<file path="config.mk">
export PLATFORM = sky130hd
export DESIGN_NAME = demux_stream_1xn
export DESIGN_NICKNAME = d
export VERILOG_FILES = /design/src/rtl/demux_stream_1xn.sv
export SDC_FILE = /design/constraint.sdc
export NUM_CORES = 1
export LEC_CHECK = 0
export ABC_CLOCK_PERIOD_IN_PS = 2200
export BUFFER_PORTS_ARGS = -buffer_cell sky130_fd_sc_hd__buf_2
export CAP_MARGIN = 5
export CORE_MARGIN = 1
export CORE_UTILIZATION = 52
export CTS_CLUSTER_SIZE = 25
export DETAILED_ROUTE_END_ITERATION = 10
export PLACE_DENSITY = 0.83
export SYNTH_ARGS = -nofsm -noshare
export SYNTH_HDL_FRONTEND = slang
export SYNTH_SLANG_ARGS = --single-unit
</file>
<file path="constraint.sdc">
create_clock -name clk_in -period 2.2 [get_ports clk_in]
set_input_delay 0.11 -clock clk_in [delete_from_list [all_inputs] [get_ports clk_in]]
set_output_delay 0.11 -clock clk_in [all_outputs]
set_load 0.01 [all_outputs]
</file>
<file path="src/rtl/demux_stream_1xn.sv">
// 1-to-N valid/ready stream demux with one registered slot per output channel.
// Optional per-channel output transfer counters: define DEMUX_STREAM_CNT_EN.

module demux_stream_slot #(
  parameter int WIDTH = 16
) (
  input  logic             clk_in,
  input  logic             rst_n_in,
  input  logic             i_fill,
  input  logic [WIDTH-1:0] i_data,
  input  logic             i_ready,
  output logic             o_valid,
  output logic [WIDTH-1:0] o_data
`ifdef DEMUX_STREAM_CNT_EN
  ,
  output logic [15:0]      o_cnt
`endif
);
  logic             r_valid;
  logic [WIDTH-1:0] r_data;
  logic             w_drain;

  assign w_drain = r_valid && i_ready;

  // A fill wins over a drain in the same cycle so the slot stays FULL with new data.
  always_ff @(posedge clk_in) begin
    if (!rst_n_in) begin
      r_valid <= 1'b0;
      r_data  <= '0;
    end else if (i_fill) begin
      r_valid <= 1'b1;
      r_data  <= i_data;
    end else if (w_drain) begin
      r_valid <= 1'b0;
    end
  end

  assign o_valid = r_valid;
  assign o_data  = r_data;

`ifdef DEMUX_STREAM_CNT_EN
  logic [15:0] r_cnt;

  always_ff @(posedge clk_in) begin
    if (!rst_n_in)                         r_cnt <= '0;
    else if (w_drain && r_cnt != 16'hFFFF) r_cnt <= r_cnt + 16'd1;
  end

  assign o_cnt = r_cnt;
`endif
endmodule

module demux_stream_1xn #(
  parameter  int WIDTH = 16,
  parameter  int N_OUT = 4,
  localparam int SEL_W = $clog2(N_OUT)
) (
  input  logic                   clk_in,
  input  logic                   rst_n_in,
  input  logic [WIDTH-1:0]       data_in,
  input  logic [SEL_W-1:0]       sel_in,
  input  logic                   valid_in,
  output logic                   ready_out,
  output logic [N_OUT*WIDTH-1:0] data_out,
  output logic [N_OUT-1:0]       valid_out,
  input  logic [N_OUT-1:0]       ready_in,
  output logic                   err_out
`ifdef DEMUX_STREAM_CNT_EN
  ,
  output logic [N_OUT*16-1:0]    cnt_out
`endif
);
  logic [N_OUT-1:0][WIDTH-1:0] w_data;
  logic [N_OUT-1:0]            w_valid;
  logic [N_OUT-1:0]            w_fill;
  logic                        w_ready;
  logic                        w_xfer;
  logic                        r_err;

  // An out-of-range select matches no lane and leaves ready at 1: the word is sunk.
  always_comb begin
    w_ready = 1'b1;
    for (int i = 0; i < N_OUT; i++)
      if (sel_in == SEL_W'(i)) w_ready = !w_valid[i] || ready_in[i];
  end

  assign w_xfer = valid_in && w_ready;

`ifdef DEMUX_STREAM_CNT_EN
  logic [N_OUT-1:0][15:0] w_cnt;
  assign cnt_out = w_cnt;
`endif

  for (genvar g = 0; g < N_OUT; g++) begin : g_lane
    assign w_fill[g] = w_xfer && (sel_in == SEL_W'(g));

    demux_stream_slot #(.WIDTH(WIDTH)) u_slot (
      .clk_in   (clk_in),
      .rst_n_in (rst_n_in),
      .i_fill   (w_fill[g]),
      .i_data   (data_in),
      .i_ready  (ready_in[g]),
      .o_valid  (w_valid[g]),
      .o_data   (w_data[g])
`ifdef DEMUX_STREAM_CNT_EN
      ,
      .o_cnt    (w_cnt[g])
`endif
    );
  end

  always_ff @(posedge clk_in) begin
    if (!rst_n_in) r_err <= 1'b0;
    else           r_err <= w_xfer && !(|w_fill);
  end

  assign ready_out = w_ready;
  assign valid_out = w_valid;
  assign data_out  = w_data;
  assign err_out   = r_err;
endmodule

</file>
# After elaboration in Yosys (flattened, before gate mapping)
# Cells that the tools add are included.
[word_totals] ff_bits=69 in_bits=25
[op_classes] n_eq_ne=3 mux=12 n_reduce_logical=25
[op_table] op="$mux 1" n=12
[op_table] op="$logic_and 1x1->1" n=10
[op_table] op="$reduce_bool 2->1" n=4
[op_table] op="$logic_not 1->1" n=5
[op_table] op="$eq 2x2->1 const B" n=2
[op_table] op="$logic_or 1x1->1" n=4
[op_table] op="$reduce_or 4->1" n=1
[op_table] op="$eq 2x1->1 const B" n=1
[op_table] op="$logic_not 2->1" n=1

# Longest topological paths before layout
[depth] word_depth=11 ltp_mapped=6 ltp_nobuf=3

# Cells and area by module
# From an unflattened synthesis, not the netlist that was laid out.
[unflattened] hier_cells=227 hier_area_um2=2722.6
[by_module_without_submodules] module="demux_stream_slot" n_inst=4 cells_each=54 area_each_um2=649.4 seq_area_each_um2=340.3
[by_module_without_submodules] module="demux_stream_1xn" n_inst=1 cells_each=11 area_each_um2=125.1 seq_area_each_um2=20.0

# Worst setup path before layout
# No wires, ideal clock.
[synth_path] path_type="register -> register" from="register g_lane[1].u_slot.r_valid" to="register g_lane[1].u_slot.r_data[10]" arrival_time_ns=1.187 t_required_ns=2.128 path_slack_ns=0.941 stages_incl_launch_ff=5 n_path_buf=1 period_less_slack_ns=1.259 cell_sequence="dfxtp_1 -> nor2b_1 -> nor3_4 -> buf_12 -> mux2i_1"
[synth_via] elab_chain_cells=7
[synth_lines] element="start, declared" line="19" rtl="logic r_valid;"
[synth_lines] element="start signal, assigned" line="28" rtl="r_valid <= 1'b0;"
[synth_lines] element="start signal, assigned" line="31" rtl="r_valid <= 1'b1;"
[synth_lines] element="start signal, assigned" line="34" rtl="r_valid <= 1'b0;"
[synth_lines] element="$logic_not 1->1" line="84" rtl="if (sel_in == SEL_W'(i)) w_ready = !w_valid[i] || ready_in[i];"
[synth_lines] element="$logic_or 1x1->1" line="84"
[synth_lines] element="$mux 1 (3 in a row)" line="84"
[synth_lines] element="$logic_and 1x1->1" line="87" rtl="assign w_xfer = valid_in && w_ready;"
[synth_lines] element="$logic_and 1x1->1" line="95" rtl="assign w_fill[g] = w_xfer && (sel_in == SEL_W'(g));"
[synth_lines] element="end signal, assigned" line="32" rtl="r_data <= i_data;"
[synth_lines] element="end, declared" line="20" rtl="logic [WIDTH-1:0] r_data;"
# No other way between the ends.
# A chain may end at the register's enable or synchronous reset.

# Worst setup path after layout
[layout_path] from="register g_lane[2].u_slot.r_valid" to="output ready_out"
[layout_via] elab_chain_cells=4
[layout_lines] element="start, declared" line="19"
[layout_lines] element="start signal, assigned" line="28"
[layout_lines] element="start signal, assigned" line="31"
[layout_lines] element="start signal, assigned" line="34"
[layout_lines] element="$logic_not 1->1" line="84"
[layout_lines] element="$logic_or 1x1->1" line="84"
[layout_lines] element="$mux 1 (2 in a row)" line="84"
[layout_lines] element="end, declared" line="63" rtl="output logic ready_out,"
# No other way between the ends.

==> results_dict.tcl <==
set metrics [dict create \
    min_period_ns 1.54 \
    detailed_place.area_um2 3090 \
    clk_latency_ns 0.33 \
    clock-sinks 69 \
    power_density_nw_per_um2 738 \
    synth_mux_area_frac 0.253 \
    grt_usage 0.217 \
    grt_pass1_wl_um 8690 \
    first_iter_violations 102 \
    power.share.clock 0.358 \
    cts_hold_buf 0 \
    cts_root_buf "clkbuf_8" \
    cp_max_fo 3 \
    relSlewSlack 0.641 \
    synth-seq-cells 69 \
    fin_worst_skew_ns 0.00412 \
    status "complete, no violations" \
    syn_avg_cell_area_um2 10.4 \
    setup_violations 0 \
    wl_per_cell_um 13.0 \
    critPathKind "reg -> out" \
    ant_nets 0 \
    synth_area_leaders "dfxtp_1 (52%), mux2i_1 (24%), nand2_1 (11%), buf_4 (1.7%), buf_6 (1.7%)" \
    wl_um 5400 \
    synthAdderAreaFrac 0 \
    synth_fp_nets 279 \
    seqPwrFrac 0.547 \
    fin_crit_sh 0.700 \
    slew_viol_final 0 \
    synth_ff_type "dfxtp_1" \
    nets 370 \
    synth_top_cell_by_area "dfxtp_1" \
    post_cts_buffers 0 \
    worstPathArrival_ns 1.43 \
    ioPinCount 95 \
    synth_seq_area_share 0.524 \
    hpwl_um 3830 \
    grt_pass1_vias 1922 \
    cts_buffer_depth 2 \
    synth_top_cells_by_count "nand2_1 (80), dfxtp_1 (69), mux2i_1 (64), buf_4 (6), clkbuf_1 (5)" \
    switching_share 0.245 \
    grt_max_degree 51 \
    synth-xor-area-share 0 \
    hold_viol 0 \
    initial_core_util 0.551 \
    yosysWarnings 0 \
    clk_pin_slew_ns 0.07 \
    coreArea_um2 4790 \
    syn2layout_area_growth_pct 23.7 \
    comb_power_share 0.095 \
    yosysMostFrequentCell "nand2_1" \
    timing.setup.tns_ns 0 \
    synthArstFlopShare 0 \
    synthCells 254 \
    port_buffers 94 \
    grt_overflow_total 0 \
    dieArea_um2 5360 \
    synth_compound_area_frac 0.0114 \
    drive_above_1_share 0.347 \
    p_sw_uw 588 \
    synth_top_family_by_area "multiplexers" \
    cp.required_ns 2.09 \
    die_w_um 73.2 \
    worstSetupStartpointType "flip-flop" \
    reg2reg_from "g_lane[1].u_slot.o_valid" \
    yosysUniqueCellTypes 21 \
    antenna_found_initial 0 \
    leakage_nw 1.57 \
    synth_simple_gate_area_frac 0.155 \
    cts_resized 0 \
    synthesis.area_um2 2640 \
    stdcell_area_um2 3260 \
    gp_congestion 0.758 \
    die_y_um 73.2 \
    internal_power_mw 1.82 \
    cts-htree-levels 3 \
    holdCritPathClass "in -> reg" \
    cts_tree "yes" \
    hp-start "data_in[7]" \
    slowest_stage "mux4_1" \
    numCtsBuffers 9 \
    peakVddDrop_mv 0.434 \
    drt-vias-per-instance 4.78 \
    synth_edf_count 0 \
    end_kind "output pin" \
    clock.fmax_mhz 650 \
    tightest_slew_ns 0.537 \
    dr.pass1.iters 4 \
    rsz0062_at_grt "no" \
    crit_chain "nand2b_1 > mux4_1 > buf_2" \
    n_antenna_cell 0 \
    cap_violations 0 \
    crit_start "g_lane[2].u_slot.o_valid" \
    reg2reg_slack_ns 0.97 \
    slowest_delay_ns 0.52 \
    total_power_mw 2.40 \
    routed-via-count 1990 \
    synth_top_area_frac 0.524 \
    fin_util 0.681 \
    fp-row-count 25 \
    drc 0 \
]
## cells in the final DEF, fill, tap and decap left out, types with 2 or more instances in the layout
master	synthesis	routed
buf_2	1	94
nand2_1	80	80
dfxtp_1	69	69
mux2i_1	64	64
clkbuf_8	0	10
buf_4	6	6
nand2b_1	4	4
clkinv_2	0	4
nor2b_2	0	2
nor2b_1	4	2
nand2_2	2	2
a21boi_0	2	2
o21a_1	2	2
## worst max-delay path: cells and delay by family (launching register included)
kind | cells | cell delay [ns]
buffers and inverters | 1 | 0.15
muxes | 1 | 0.52
and+or+nand+nor | 1 | 0.10
DFF | 1 | 0.33
## cell type report
type                       instances  area, µm²
sequential                        69       1380
clock inverter                     5       27.5
fill                             418       1530
tap                               67       83.8
multi-input combinational        165       1110
timing repair buffer             100        515
clock buffer                      10        138
## path summary, 6_finish.rpt
| kind | to | cells after the start |
|---|---|---|
| setup / recovery | ready_out | 3 |
| hold / removal | g_lane[1].u_slot.o_data[7] | 3 |
| hold reg to reg | g_lane[2].u_slot.o_data[13] | 2 |
| setup reg to reg | g_lane[1].u_slot.o_data[6] | 4 |
## layer usage
metal | part of all wire | routed length [µm] | GRT usage | vias up
met1 | 0.46 | 2490 | 0.269 | 907
li1 | - | - | - | 1014
met2 | 0.47 | 2540 | 0.350 | 59
met4 | 0.016 | 87 | 0.118 | 0
met3 | 0.052 | 283 | 0.0511 | 10
met5 | 0 | 0 | 0 | -
## power by group through the flow
stage / clock network [mW] / logic (mW) / registers, mW
2_1_floorplan: 0 / 0.127 / 1.36
3_3_place_gp: 0 / 0.224 / 1.34
3_5_place_dp: 0 / 0.230 / 1.34
4_1_cts: 0.884 / 0.230 / 1.32
5_1_grt: 0.930 / 0.251 / 1.32
6_report: 0.862 / 0.227 / 1.32
## registers in the layout (all words and copies together) (netlist names)
name / flops
g_lane.u_slot.o_data: 64
err_out: 1
g_lane.u_slot.o_valid: 4
## kinds of logic (layout without fill, tap and decap cells)
group | count (synthesis) | count (layout)
other cells | 1 | 1
compound gates | 4 | 4
mux | 65 | 65
simple gates | 95 | 95
buf+inv | 20 | 115
flops | 69 | 69
## per-stage QoR
stage               worst slack, ns  hold WS (ns)  cells
CTS                           0.632         0.101    416
global placement               1.01         0.437    401
detailed placement            0.973         0.443    401
floorplan                     0.941         0.292    254
global route                  0.586         0.120    416
finish                        0.661         0.107    416
Note: power is estimated with default switching activity, not from simulation.
